## config.mk

```make
export PLATFORM = sky130hd
export DESIGN_NAME = rom_load_sequencer_flat
export DESIGN_NICKNAME = d
export VERILOG_FILES = /design/src/rtl/rom_load_sequencer_if.sv /design/src/rtl/rom_load_sequencer.sv /design/src/flat_wrapper.sv
export SDC_FILE = /design/constraint.sdc
export NUM_CORES = 1
export LEC_CHECK = 0
export CELL_PAD_IN_SITES_DETAIL_PLACEMENT = 0
export CELL_PAD_IN_SITES_GLOBAL_PLACEMENT = 1
export CORE_ASPECT_RATIO = 2
export CORE_MARGIN = 5
export CORE_UTILIZATION = 40
export DETAILED_ROUTE_END_ITERATION = 10
export PLACE_DENSITY_LB_ADDON = 0.15
export SYNTH_ARGS = -nofsm -noshare
export SYNTH_HDL_FRONTEND = slang
export SYNTH_SLANG_ARGS = --single-unit
```

## constraint.sdc

```tcl
create_clock -name clk_sys -period 3.35 [get_ports clk_sys]
set_clock_uncertainty 0.15 [all_clocks]
set_input_delay 0.67 -clock clk_sys [delete_from_list [all_inputs] [get_ports clk_sys]]
set_output_delay 0.67 -clock clk_sys [all_outputs]
set_load 0.05 [all_outputs]
```

## src/rtl/rom_load_sequencer_if.sv

```systemverilog
// HPS download bus plus ROM write port and load status for rom_load_sequencer.
interface rom_load_sequencer_if;
    logic        ioctl_download;
    logic [7:0]  ioctl_index;
    logic        ioctl_wr;
    logic [24:0] ioctl_addr;
    logic [7:0]  ioctl_dout;
    logic        ioctl_wait;
    logic [13:0] wr_addr;
    logic [7:0]  wr_data;
    logic        cpu_we;
    logic        gfx_we;
    logic        prom_we;
    logic        game_reset;
    logic        dl_active;
    logic        dl_overflow;
    logic        dl_short;

    // HPS side: drives the download, observes everything else
    modport master (
        output ioctl_download, ioctl_index, ioctl_wr, ioctl_addr, ioctl_dout,
        input  ioctl_wait, wr_addr, wr_data, cpu_we, gfx_we, prom_we,
        input  game_reset, dl_active, dl_overflow, dl_short
    );

    // Sequencer side
    modport slave (
        input  ioctl_download, ioctl_index, ioctl_wr, ioctl_addr, ioctl_dout,
        output ioctl_wait, wr_addr, wr_data, cpu_we, gfx_we, prom_we,
        output game_reset, dl_active, dl_overflow, dl_short
    );
endinterface

```

## src/rtl/rom_load_sequencer.sv

```systemverilog
// Routes index-0 HPS downloads into the CPU, graphics and PROM regions,
// stretches each byte write with ioctl_wait and holds the game in reset
// until the load has settled.
module rom_load_sequencer #(
    parameter int unsigned CPU_SIZE        = 4096,
    parameter int unsigned GFX_SIZE        = 512,
    parameter int unsigned PROM_SIZE       = 256,
    parameter int unsigned WR_CYCLES       = 2,
    parameter int unsigned POST_RST_CYCLES = 16
) (
    input  logic                 clk_sys,
    input  logic                 reset,
    rom_load_sequencer_if.slave  bus
);
    localparam logic [2:0] S_IDLE  = 3'd0;
    localparam logic [2:0] S_LOAD  = 3'd1;
    localparam logic [2:0] S_WRITE = 3'd2;
    localparam logic [2:0] S_HOLD  = 3'd3;
    localparam logic [2:0] S_RUN   = 3'd4;

    localparam int unsigned TOTAL      = CPU_SIZE + GFX_SIZE + PROM_SIZE;
    localparam logic [24:0] GFX_BASE   = 25'(CPU_SIZE);
    localparam logic [24:0] PROM_BASE  = 25'(CPU_SIZE + GFX_SIZE);
    localparam logic [24:0] ADDR_END   = 25'(TOTAL);
    localparam logic [13:0] GFX_OFS    = 14'(CPU_SIZE);
    localparam logic [13:0] PROM_OFS   = 14'(CPU_SIZE + GFX_SIZE);
    localparam logic [15:0] COUNT_FULL = 16'(TOTAL);
    localparam logic [3:0]  WR_LAST    = 4'(WR_CYCLES - 1);
    localparam logic [7:0]  HOLD_LOAD  = 8'(POST_RST_CYCLES);

    logic [2:0]  state_q, state_d;
    logic        wait_q, wait_d;
    logic [2:0]  we_q, we_d;            // {prom, gfx, cpu}
    logic [13:0] wr_addr_q, wr_addr_d;
    logic [7:0]  wr_data_q, wr_data_d;
    logic [15:0] count_q, count_d;
    logic        ovf_q, ovf_d;
    logic        short_q, short_d;
    logic [3:0]  wcnt_q, wcnt_d;
    logic        end_q, end_d;          // download fell while a write was in flight
    logic [7:0]  hold_q, hold_d;
    logic        game_reset_q, game_reset_d;
    logic        active_q, active_d;

    logic        idx0, dl0, wr0;
    logic [2:0]  sel;
    logic [13:0] local_addr;

    assign idx0 = (bus.ioctl_index == 8'd0);
    assign dl0  = bus.ioctl_download && idx0;
    assign wr0  = bus.ioctl_wr && idx0;

    // Region decode of the linear address; the full 25 bits take part in the compare
    always_comb begin
        sel        = '0;
        local_addr = '0;
        if (bus.ioctl_addr < GFX_BASE) begin
            sel        = 3'b001;
            local_addr = bus.ioctl_addr[13:0];
        end else if (bus.ioctl_addr < PROM_BASE) begin
            sel        = 3'b010;
            local_addr = bus.ioctl_addr[13:0] - GFX_OFS;
        end else if (bus.ioctl_addr < ADDR_END) begin
            sel        = 3'b100;
            local_addr = bus.ioctl_addr[13:0] - PROM_OFS;
        end
    end

    // Next-state logic; strobes default low so they last only the first WRITE cycle
    always_comb begin
        state_d   = state_q;
        wait_d    = wait_q;
        we_d      = '0;
        wr_addr_d = wr_addr_q;
        wr_data_d = wr_data_q;
        count_d   = count_q;
        ovf_d     = ovf_q;
        short_d   = short_q;
        wcnt_d    = wcnt_q;
        end_d     = end_q;
        hold_d    = hold_q;
        case (state_q)
            S_IDLE, S_RUN: begin
                if (dl0) begin
                    state_d = S_LOAD;
                    count_d = '0;
                    ovf_d   = 1'b0;
                    short_d = 1'b0;
                end
            end
            S_LOAD: begin
                if (wr0) begin
                    state_d   = S_WRITE;
                    wr_addr_d = local_addr;
                    wr_data_d = bus.ioctl_dout;
                    we_d      = sel;
                    wait_d    = 1'b1;
                    wcnt_d    = WR_LAST;
                    end_d     = !dl0;
                    count_d   = (count_q == '1) ? count_q : count_q + 16'd1;
                    if (sel == 3'b000) ovf_d = 1'b1;
                end else if (!dl0) begin
                    state_d = S_HOLD;
                    hold_d  = HOLD_LOAD;
                    if (count_q < COUNT_FULL) short_d = 1'b1;
                end
            end
            S_WRITE: begin
                if (wr0) ovf_d = 1'b1;
                end_d = end_q || !dl0;
                if (wcnt_q == '0) begin
                    wait_d = 1'b0;
                    if (end_q || !dl0) begin
                        state_d = S_HOLD;
                        hold_d  = HOLD_LOAD;
                        if (count_q < COUNT_FULL) short_d = 1'b1;
                    end else begin
                        state_d = S_LOAD;
                    end
                end else begin
                    wcnt_d = wcnt_q - 4'd1;
                end
            end
            S_HOLD: begin
                if (hold_q == '0) state_d = S_RUN;
                else              hold_d  = hold_q - 8'd1;
            end
            default: state_d = S_IDLE;
        endcase
    end

    // Registered status outputs follow the next state so they change with it
    always_comb begin
        game_reset_d = (state_d != S_RUN);
        active_d     = (state_d == S_LOAD) || (state_d == S_WRITE);
    end

    // State and output registers
    always_ff @(posedge clk_sys or posedge reset) begin
        if (reset) begin
            state_q      <= S_IDLE;
            wait_q       <= 1'b0;
            we_q         <= '0;
            wr_addr_q    <= '0;
            wr_data_q    <= '0;
            count_q      <= '0;
            ovf_q        <= 1'b0;
            short_q      <= 1'b0;
            wcnt_q       <= '0;
            end_q        <= 1'b0;
            hold_q       <= '0;
            game_reset_q <= 1'b1;
            active_q     <= 1'b0;
        end else begin
            state_q      <= state_d;
            wait_q       <= wait_d;
            we_q         <= we_d;
            wr_addr_q    <= wr_addr_d;
            wr_data_q    <= wr_data_d;
            count_q      <= count_d;
            ovf_q        <= ovf_d;
            short_q      <= short_d;
            wcnt_q       <= wcnt_d;
            end_q        <= end_d;
            hold_q       <= hold_d;
            game_reset_q <= game_reset_d;
            active_q     <= active_d;
        end
    end

    assign bus.ioctl_wait  = wait_q;
    assign bus.wr_addr     = wr_addr_q;
    assign bus.wr_data     = wr_data_q;
    assign bus.cpu_we      = we_q[0];
    assign bus.gfx_we      = we_q[1];
    assign bus.prom_we     = we_q[2];
    assign bus.game_reset  = game_reset_q;
    assign bus.dl_active   = active_q;
    assign bus.dl_overflow = ovf_q;
    assign bus.dl_short    = short_q;
endmodule

```

## src/flat_wrapper.sv

```systemverilog
// flat-port wrapper written by rule: the top's interface ports become plain ports
module rom_load_sequencer_flat 
#(
    parameter int unsigned CPU_SIZE        = 4096,
    parameter int unsigned GFX_SIZE        = 512,
    parameter int unsigned PROM_SIZE       = 256,
    parameter int unsigned WR_CYCLES       = 2,
    parameter int unsigned POST_RST_CYCLES = 16
)
  (clk_sys, reset, bus_ioctl_download, bus_ioctl_index, bus_ioctl_wr, bus_ioctl_addr, bus_ioctl_dout, bus_ioctl_wait, bus_wr_addr, bus_wr_data, bus_cpu_we, bus_gfx_we, bus_prom_we, bus_game_reset, bus_dl_active, bus_dl_overflow, bus_dl_short);
  rom_load_sequencer_if bus_i ();
  input  logic clk_sys;
  input  logic reset;
  input wire logic [$bits(bus_i.ioctl_download)-1:0] bus_ioctl_download;
  input wire logic [$bits(bus_i.ioctl_index)-1:0] bus_ioctl_index;
  input wire logic [$bits(bus_i.ioctl_wr)-1:0] bus_ioctl_wr;
  input wire logic [$bits(bus_i.ioctl_addr)-1:0] bus_ioctl_addr;
  input wire logic [$bits(bus_i.ioctl_dout)-1:0] bus_ioctl_dout;
  output wire logic [$bits(bus_i.ioctl_wait)-1:0] bus_ioctl_wait;
  output wire logic [$bits(bus_i.wr_addr)-1:0] bus_wr_addr;
  output wire logic [$bits(bus_i.wr_data)-1:0] bus_wr_data;
  output wire logic [$bits(bus_i.cpu_we)-1:0] bus_cpu_we;
  output wire logic [$bits(bus_i.gfx_we)-1:0] bus_gfx_we;
  output wire logic [$bits(bus_i.prom_we)-1:0] bus_prom_we;
  output wire logic [$bits(bus_i.game_reset)-1:0] bus_game_reset;
  output wire logic [$bits(bus_i.dl_active)-1:0] bus_dl_active;
  output wire logic [$bits(bus_i.dl_overflow)-1:0] bus_dl_overflow;
  output wire logic [$bits(bus_i.dl_short)-1:0] bus_dl_short;
  assign bus_i.ioctl_download = bus_ioctl_download;
  assign bus_i.ioctl_index = bus_ioctl_index;
  assign bus_i.ioctl_wr = bus_ioctl_wr;
  assign bus_i.ioctl_addr = bus_ioctl_addr;
  assign bus_i.ioctl_dout = bus_ioctl_dout;
  assign bus_ioctl_wait = bus_i.ioctl_wait;
  assign bus_wr_addr = bus_i.wr_addr;
  assign bus_wr_data = bus_i.wr_data;
  assign bus_cpu_we = bus_i.cpu_we;
  assign bus_gfx_we = bus_i.gfx_we;
  assign bus_prom_we = bus_i.prom_we;
  assign bus_game_reset = bus_i.game_reset;
  assign bus_dl_active = bus_i.dl_active;
  assign bus_dl_overflow = bus_i.dl_overflow;
  assign bus_dl_short = bus_i.dl_short;
  rom_load_sequencer #(.CPU_SIZE(CPU_SIZE), .GFX_SIZE(GFX_SIZE), .PROM_SIZE(PROM_SIZE), .WR_CYCLES(WR_CYCLES), .POST_RST_CYCLES(POST_RST_CYCLES)) u_core (.clk_sys(clk_sys), .reset(reset), .bus(bus_i));
endmodule
```

### Yosys cells after proc, flatten, opt, wreduce, memory -nomap -nowiden

Cells that the tools add are included.

| word-level totals | value |
|---|---|
| bits of input ports | 45 |
| memory bits (writable) | 0 |
| word-level logic and storage cells | 107 |
| register bits | 62 |
| memories kept | 0 |
| ROM bits | 0 |
| latch bits | 0 |
| output and inout bits | 30 |

| cells by class | value |
|---|---|
| multipliers | 0 |
| div/mod/pow operators | 0 |
| bitwise logic cells | 0 |
| muxes and demuxes | 43 |
| $add $sub $neg | 5 |
| $lt $le $gt $ge | 4 |
| equality and inequality tests | 19 |
| reductions and logical operators | 23 |
| shift operators | 0 |

Operators by type and width:

| operator | number |
|---|---|
| < comparator 25 x 13 -> 1 bit (second input constant) | 3 |
| 2-to-1 mux 16 bit | 3 |
| 2-to-1 mux 14 bit | 3 |
| 2-to-1 mux 8 bit | 5 |
| case mux 16 bit (2 select lines) | 1 |
| 2-to-1 mux 3 bit | 10 |
| subtractor 14 x 13 -> 14 bit (second input constant) | 2 |
| case mux 8 bit (3 select lines) | 1 |
| adder 16 x 1 -> 16 bit (second input constant) | 1 |
| == test 16 bit (second input constant) | 1 |
| logical NOT 8 bit | 2 |
| < comparator 16 x 13 -> 1 bit (second input constant) | 1 |
| != test 2 x 1 -> 1 bit (second input constant) | 6 |
| case mux 3 bit (4 select lines) | 1 |
| AND reduction 6 bit | 2 |
| 2-to-1 mux 1 bit | 11 |
| != test 2 bit (second input constant) | 5 |
| == test 3 x 2 -> 1 bit (second input constant) | 3 |
| 2-to-1 mux 4 bit | 2 |
| case mux 4 bit (2 select lines) | 1 |
| subtractor 8 x 1 -> 8 bit (second input constant) | 1 |
| == test 3 x 1 -> 1 bit (second input constant) | 2 |
| logical NOT 3 bit | 2 |
| case mux 1 bit (3 select lines) | 2 |
| other kinds (16) | 23 |

### Longest topological paths before layout

Gate-level depths: netlist (run 1).

| logic depth | value |
|---|---|
| depth after elaboration | 9 |
| depth in mapped cells | 8 |
| depth with buffers taken out | 7 |

### Worst setup path after synthesis (run 1)

OpenSTA, ideal clock, no wires.

| timing path | value |
|---|---|
| path type | in2reg |
| start | in bus_ioctl_addr[10] |
| end | reg u_core.wr_addr_q[10] (netlist: u_core.bus.wr_addr[10]) |
| path buffers | 0 |
| required time | 3.117 ns |
| setup time | 0.083 ns |
| setup slack | 1.158 ns |
| stages | 7 |
| arrival time | 1.960 ns |
| cell sequence | inv_1 ha_1 a211o_1 or3b_2 nor3b_1 a21oi_1 o21ai_0 |

| between the ends | value |
|---|---|
| word-level cells in the longest chain between the ends | 4 |
| elaborated cells between the ends (all ways) | 8 |
| those cells by class | 2 x add/sub; 3 x order compare; 3 x mux |

Ends and longest elaborated chain:

| item | RTL line | text |
|---|---|---|
| start: declaration | flat_wrapper.sv:17 | `input wire logic [$bits(bus_i.ioctl_addr)-1:0] bus_ioctl_addr;` |
| < comparator 25 x 13 -> 1 bit / subtractor 14 x 13 -> 14 bit (equally long branches) | rom_load_sequencer.sv:63, rom_load_sequencer.sv:65 |  |
| 2-to-1 mux 14 bit | rom_load_sequencer.sv:63 | `end else if (bus.ioctl_addr < ADDR_END) begin` |
| 2-to-1 mux 14 bit | rom_load_sequencer.sv:60 | `end else if (bus.ioctl_addr < PROM_BASE) begin` |
| 2-to-1 mux 14 bit (*) | rom_load_sequencer.sv:57 | `if (bus.ioctl_addr < GFX_BASE) begin` |
| end signal: assignment | rom_load_sequencer.sv:158 | `wr_addr_q <= wr_addr_d;` |
| end: declaration | rom_load_sequencer.sv:34 | `logic [13:0] wr_addr_q, wr_addr_d;` |

Mark *: on every way between the ends. The rest lies on a longest branch, timed or not.
A chain may end at the register's enable or synchronous reset.

### Final worst setup path (run 1)

| timing path | value |
|---|---|
| start | in bus_ioctl_index[1] |
| end | reg u_core.count_q[12] |

| between the ends | value |
|---|---|
| word-level cells in the longest chain between the ends | 4 |
| elaborated cells between the ends (all ways) | 6 |
| those cells by class | 2 x eq/ne; 4 x reduce/logical |

Ends and longest elaborated chain:

| item | RTL line | text |
|---|---|---|
| start: declaration | flat_wrapper.sv:15 | `input wire logic [$bits(bus_i.ioctl_index)-1:0] bus_ioctl_index;` |
| logical NOT 8 bit (*) | rom_load_sequencer.sv:49 | `assign idx0 = (bus.ioctl_index == 8'd0);` |
| logical AND 1 bit, on equally long branches | rom_load_sequencer.sv:50, rom_load_sequencer.sv:51 |  |
| != test 2 x 1 -> 1 bit (no line) | -- |  |
| AND reduction 4 bit (no line) (*) | -- |  |
| end signal: assignment | rom_load_sequencer.sv:160 | `count_q <= count_d;` |
| end: declaration | rom_load_sequencer.sv:36 | `logic [15:0] count_q, count_d;` |

Marks and branches as above.

==> flow_metrics.tcl, run 1 <==
set metrics [dict create \
    status "finished clean" \
    cts-hold-fix-buffers 0 \
    clock.fmax_mhz 376.3 \
    ys_ff_latch 62 \
    nets 483 \
    cp-start-kind "input port" \
    critPathKind "input port to register" \
    slew_viol_final 0 \
    max_stage_delay_ns 0.46 \
    place_ws_ns 0.3455 \
    hold_viol 0 \
    cap_violations 0 \
    r2r_start "u_core.wcnt_q[0]" \
    r2r-end "u_core.hold_q[5]" \
    fillers 712 \
    diodes 0 \
    ir_worst_vdd_mv 0.2612 \
    syn_inst 349 \
    clkTransAtPathRegs_ns 0.05 \
    synth_seq_area_share_pct 49.54 \
    slew_headroom_pct 58.05 \
    synth_edf_count 0 \
    die_x_um 72.59 \
    io_buffers 74 \
    synthArstFlopShare_pct 100.0 \
    p_int_w 0.001676 \
    cp_data_arrival_time_ns 2.75 \
    drc_errors 0 \
    crit_path_max_fanout 8 \
    initial_utilization_pct 41.23 \
    final_common_cell "nand2_1" \
    yosysWarnings 0 \
    powerDensity_nw_per_um2 573.9 \
    cts_sinks 62 \
    p_seq_share_pct 38.1 \
    synth_flop_cell "dfrtp_1" \
    layout_common_cells "nand2_1, clkdlybuf4s50_1, dfrtp_1" \
    switching_share_pct 32.10 \
    p_clk_share_pct 34.4 \
    first_global_vias 2907 \
    first_pass_iters 4 \
    finish.utilization_pct 56.58 \
    min_path_type "register to register" \
    finalCritPeriodShare_pct 79.33 \
    end_kind "register" \
    slowest_stage "clkdlybuf4s50_1" \
    power_frac_comb_pct 27.5 \
    layout_setup_ws_ns 0.6925 \
    p_leak_nw 1.914 \
    crit_chain "clkdlybuf4s50_1, nor4_4, nand4_2, a31oi_1, buf_4, nand3_1, o21ai_0" \
    numPlacedInstances 515 \
    gp_congestion 0.8122 \
    startpoint "bus_ioctl_index[1]" \
    core_um2 7601 \
    final_cell_count_no_fill 529 \
    area_growth_pct 37.21 \
    overflow 0 \
    routed_wl_um 8347 \
    clock_path_buffers 2 \
    cts_buffers 9 \
    synthesis.area_um2 3134 \
    grt_max_degree 35 \
    timing.hold.ws_ns 0.3156 \
    cp.depth 7 \
    synth.distinct_cells 49 \
    antenna_found_initial 0 \
    cp-endpoint "u_core.count_q[12]" \
    required_ns 3.44 \
    syn_nets 400 \
    first_iter_violations 101 \
    insertion_delay_ns 0.33 \
    fp-row-count 45 \
    path_buf_inv 2 \
    worst_pin_slew_ns 0.6283 \
    rrSetupSlack_ns 1.01 \
    dp_hpwl_um 6353 \
    clock-root-buffer "clkbuf_16" \
    finalSetupViolations 0 \
    htreeDepth 3 \
    layout-drive-gt1-share_pct 8.276 \
    ant_nets 0 \
    vias 2851 \
    synth_area_per_cell_um2 8.981 \
    wl_per_cell_um 15.78 \
    cp_top_family "simple AND/OR/NAND/NOR gates" \
    io_pins 75 \
    cts_tree "yes" \
    die-area_um2 9813 \
    cts_resized 0 \
    grt_pass1_wl_um 13630 \
    min_period_ns 2.657 \
    ff2ff_path_depth 8 \
    die_h_um 135.2 \
    cts_setup_buffers 0 \
    rsz0062_at_grt "false" \
    grtUsageTotal_pct 17.96 \
    post_drt_via_cell_ratio 5.389 \
    tns_ns 0 \
    netSwitchingPower_w 0.0007923 \
]
-- cell families after synthesis --
kind of cell               count (synthesis)  synth area share [%]
and+or+nand+nor                          182                 29.22
AOI/OAI and AO/OA                         73                 14.89
DFF                                       62                 49.54
buffers and inverters                     22                 2.834
adders and majority gates                  6                 2.395
xor gates and xnor gates                   4                 1.118
-- per-stage QoR --
stage | instance area [µm²] | total power (W)
final | 4300 | 0.002468
after floorplan | 3134 | 0.001401
after global placement | 4025 | 0.001618
after CTS | 4300 | 0.002492
after detailed placement | 4025 | 0.001636
after global routing | 4300 | 0.002624
-- layer usage --
metal | routed length, µm | vias up | global-route usage, %
met3 | 448 | 16 | 5.498
met2 | 4622 | 75 | 33.05
met1 | 3051 | 1367 | 17.73
met4 | 225 | 0 | 8.214
li1 | - | 1393 | -
met5 | 0 | - | 0
-- how the worst min path moves through the flow --
| stage | start | to | cells after the start |
|---|---|---|---|
| final | u_core.bus.wr_data[7] | u_core.bus.wr_data[7] | 2 |
| after global routing | u_core.bus.wr_data[6] | u_core.bus.wr_data[6] | 2 |
| after CTS | u_core.bus.wr_addr[6] | u_core.bus.wr_addr[6] | 2 |
| after detailed placement | u_core.bus.wr_addr[3] | u_core.bus.wr_addr[3] | 2 |
| after global placement | u_core.bus.wr_data[5] | u_core.bus.wr_data[5] | 2 |
| after floorplan | u_core.hold_q[7] | u_core.hold_q[7] | 1 |
-- layout make-up --
class                           count  area, µm²  area share [%]
Clock buffer                       13      270.3           6.285
Clock inverter                      1      5.005          0.1164
Inverter                           11      41.29          0.9601
Multi-Input combinational cell    265       1493           34.71
Sequential cell                    62       1553           36.11
Tap cell                           94      117.6           2.735
Timing Repair Buffer               83      820.8           19.09
-- synth_stat cells, types with 5 or more instances --
cell,count,share of area [%]
o31ai_1,10,2.4
nand2b_1,5,1.0
a21oi_1,10,1.6
clkbuf_1,6,0.72
o21ai_0,30,4.8
inv_1,11,1.3
nor3_1,8,1.3
ha_1,6,2.4
nand3_1,22,3.5
nand2_1,76,9.1
nor2_1,28,3.4
dfrtp_1,61,49
and2_1,6,1.2
-- tightest hold or removal path: cells and delay by family, from the launching register on --
kind             cells  cell delay, ns
DFF                  1            0.34
and+or+nand+nor      2            0.10
-- power groups by stage --
stage          sequential, W  clock, W  combinational, W
4_1_cts             0.000939  0.000861          0.000692
2_1_floorplan       0.000957         0          0.000444
3_3_place_gp        0.000946         0          0.000672
3_5_place_dp        0.000950         0          0.000686
6_report            0.000940  0.000850          0.000678
5_1_grt             0.000955  0.000899          0.000769
-- registers in the layout, indices dropped and copies added (netlist names) --
name and cells:
u_core.count_q 16, u_core.bus.wr_addr 14, u_core.bus.wr_data 8, u_core.hold_q 8, u_core.wcnt_q 4, u_core.state_q 3, u_core.we_q 3, u_core.bus.dl_active 1
u_core.bus.dl_overflow 1, u_core.bus.dl_short 1, u_core.bus.game_reset 1, u_core.bus.ioctl_wait 1, u_core.end_q 1
Note: power is estimated with default switching activity, not from simulation.
==> inputs of run 2 (changes only) <==
CORE_UTILIZATION = 33   (was 40)
clock period = 2.25 ns   (was 3.35 ns; I/O delays follow)
==> run 2 against run 1 <==
  * Via count increased by 3.8%
  * Design area grew 8.4%
  * Clock power is 76% higher
  * Largest cell class unchanged
  * Sequential share of layout area shrank 2.8 points
  * Global-route usage fell by 1.8 points
  * Worst hold slack worse by 0.0026 ns
==> flow_metrics.tcl, run 2 (synthesized netlist as in run 1, its figures left out) <==
set metrics [dict create \
    timing.hold.ws_ns 0.3129 \
    status "finished clean" \
    rrSetupSlack_ns 0.16 \
    cts_tree "yes" \
    cap_violations 0 \
    largest_register "u_core.count_q" \
    grtUsageTotal_pct 16.21 \
    critPathKind "input port to register" \
    required_ns 2.36 \
    p_leak_nw 2.152 \
    clkTransAtPathRegs_ns 0.06 \
    grt_max_degree 43 \
    crit_path_max_fanout 4 \
    end_kind "register" \
    layout_common_cells "nand2_1, clkdlybuf4s50_1, dfrtp_1" \
    io_buffers 74 \
    die_x_um 78.91 \
    core_um2 9321 \
    finalSetupViolations 0 \
    startpoint "bus_ioctl_index[7]" \
    wl_per_cell_um 15.23 \
    clock.fmax_mhz 464.0 \
    die_h_um 147.8 \
    diodes 0 \
    r2r-end "u_core.hold_q[5]" \
    cp-endpoint "u_core.count_q[10]" \
    slew_headroom_pct 64.52 \
    netSwitchingPower_w 0.001283 \
    clock_path_buffers 2 \
    first_pass_iters 5 \
    p_clk_share_pct 37.0 \
    clock-root-buffer "clkbuf_16" \
    layout_setup_ws_ns 0.09483 \
    cts_sinks 62 \
    cts_buffers 9 \
    slew_viol_final 0 \
    rsz0062_at_grt "false" \
    first_global_vias 3171 \
    vias 2958 \
    drc_errors 0 \
    worst_pin_slew_ns 0.5305 \
    hold_viol 0 \
    htreeDepth 3 \
    fp-row-count 50 \
    dpl-instance-area_um2 4303 \
    cp-start-kind "input port" \
    initial_utilization_pct 33.62 \
    grt_pass1_wl_um 14770 \
    min_path_type "register to register" \
    area_growth_pct 48.74 \
    ff2ff_path_depth 8 \
    cp_data_arrival_time_ns 2.26 \
    overflow 0 \
    gp_congestion 0.8132 \
    power_frac_comb_pct 29.2 \
    io_pins 75 \
    r2r_start "u_core.wcnt_q[1]" \
    p_seq_share_pct 33.9 \
    routed_wl_um 8774 \
    die-area_um2 11660 \
    final_common_cell "nand2_1" \
    finalCritPeriodShare_pct 95.79 \
    insertion_delay_ns 0.33 \
    ant_nets 0 \
    first_iter_violations 121 \
    ir_worst_vdd_mv 0.4686 \
    largest_reg_flops 16 \
    powerDensity_nw_per_um2 867.4 \
    dp_hpwl_um 6754 \
    post_drt_via_cell_ratio 5.135 \
    stdcell_area_um2 4662 \
    antenna_found_initial 0 \
    layout-drive-gt1-share_pct 16.31 \
    switching_share_pct 31.74 \
    place_ws_ns -0.3480 \
    min_period_ns 2.155 \
    nets 518 \
    p_int_w 0.002760 \
]
[run 2: cell type report]
class	count	area, µm²
Fill cell	873	4659
Sequential cell	62	1553
Multi-Input combinational cell	265	1508
Timing Repair Buffer	118	1106
Clock buffer	9	225.2
Tap cell	104	130.1
Clock inverter	7	98.84
Inverter	11	41.29
[run 2: repair_timing]
item / 4_1_cts / 5_1_grt
setup endpoints to repair: 1 / 18
pin swaps: 0 / 4
gates resized for setup: 1 / 12
setup buffers: 0 / 1
hold buffers: 0 / 0
[run 2: worst min path at each step]
stage                                from                    end  cells after the start
floorplan                u_core.hold_q[7]       u_core.hold_q[7]                      1
global placement    u_core.bus.wr_data[5]  u_core.bus.wr_data[5]                      2
detailed placement  u_core.bus.wr_data[5]  u_core.bus.wr_data[5]                      2
CTS                                 reset  u_core.bus.wr_data[7]                      3
global route                        reset  u_core.bus.wr_data[7]                      3
finish              u_core.bus.wr_data[5]  u_core.bus.wr_data[5]                      2
[run 2: stage by stage]
stage | cells | TNS, ns | power (W) | util (%)
after detailed placement | 559 | -9.187 | 0.002545 | 46.16
after floorplan | 349 | 0 | 0.002086 | -
final | 576 | 0 | 0.004044 | 50.01
after CTS | 575 | 0 | 0.004071 | 49.68
after global placement | 559 | -8.593 | 0.002532 | 46.16
after global routing | 576 | 0 | 0.004302 | 50.01
[run 2: worst max-delay path, cell delays in order]
cell and delay [ns]:
clkdlybuf4s50_1 0.44, nor4_4 0.26, buf_4 0.17, o211ai_1 0.16, a31o_2 0.29, or3_1 0.34
a21oi_1 0.14
[run 2: per-layer routing]
layer,part of all wire [%],up-vias,routed length (µm),global-route usage (%)
met5,0,-,0,0
met4,2.7,0,234,8.262
met3,4.9,18,426,4.817
met2,55,72,4846,29.73
met1,37,1399,3267,16.11
li1,-,1469,-,-
[run 2: power groups by stage]
stage / clock (W) / combinational, W / sequential [W]
finish: 0.00150 / 0.00118 / 0.00137
global route: 0.00158 / 0.00133 / 0.00139
CTS: 0.00153 / 0.00117 / 0.00137
detailed placement: 0 / 0.00116 / 0.00139
global placement: 0 / 0.00115 / 0.00138
floorplan: 0 / 0.000661 / 0.00142
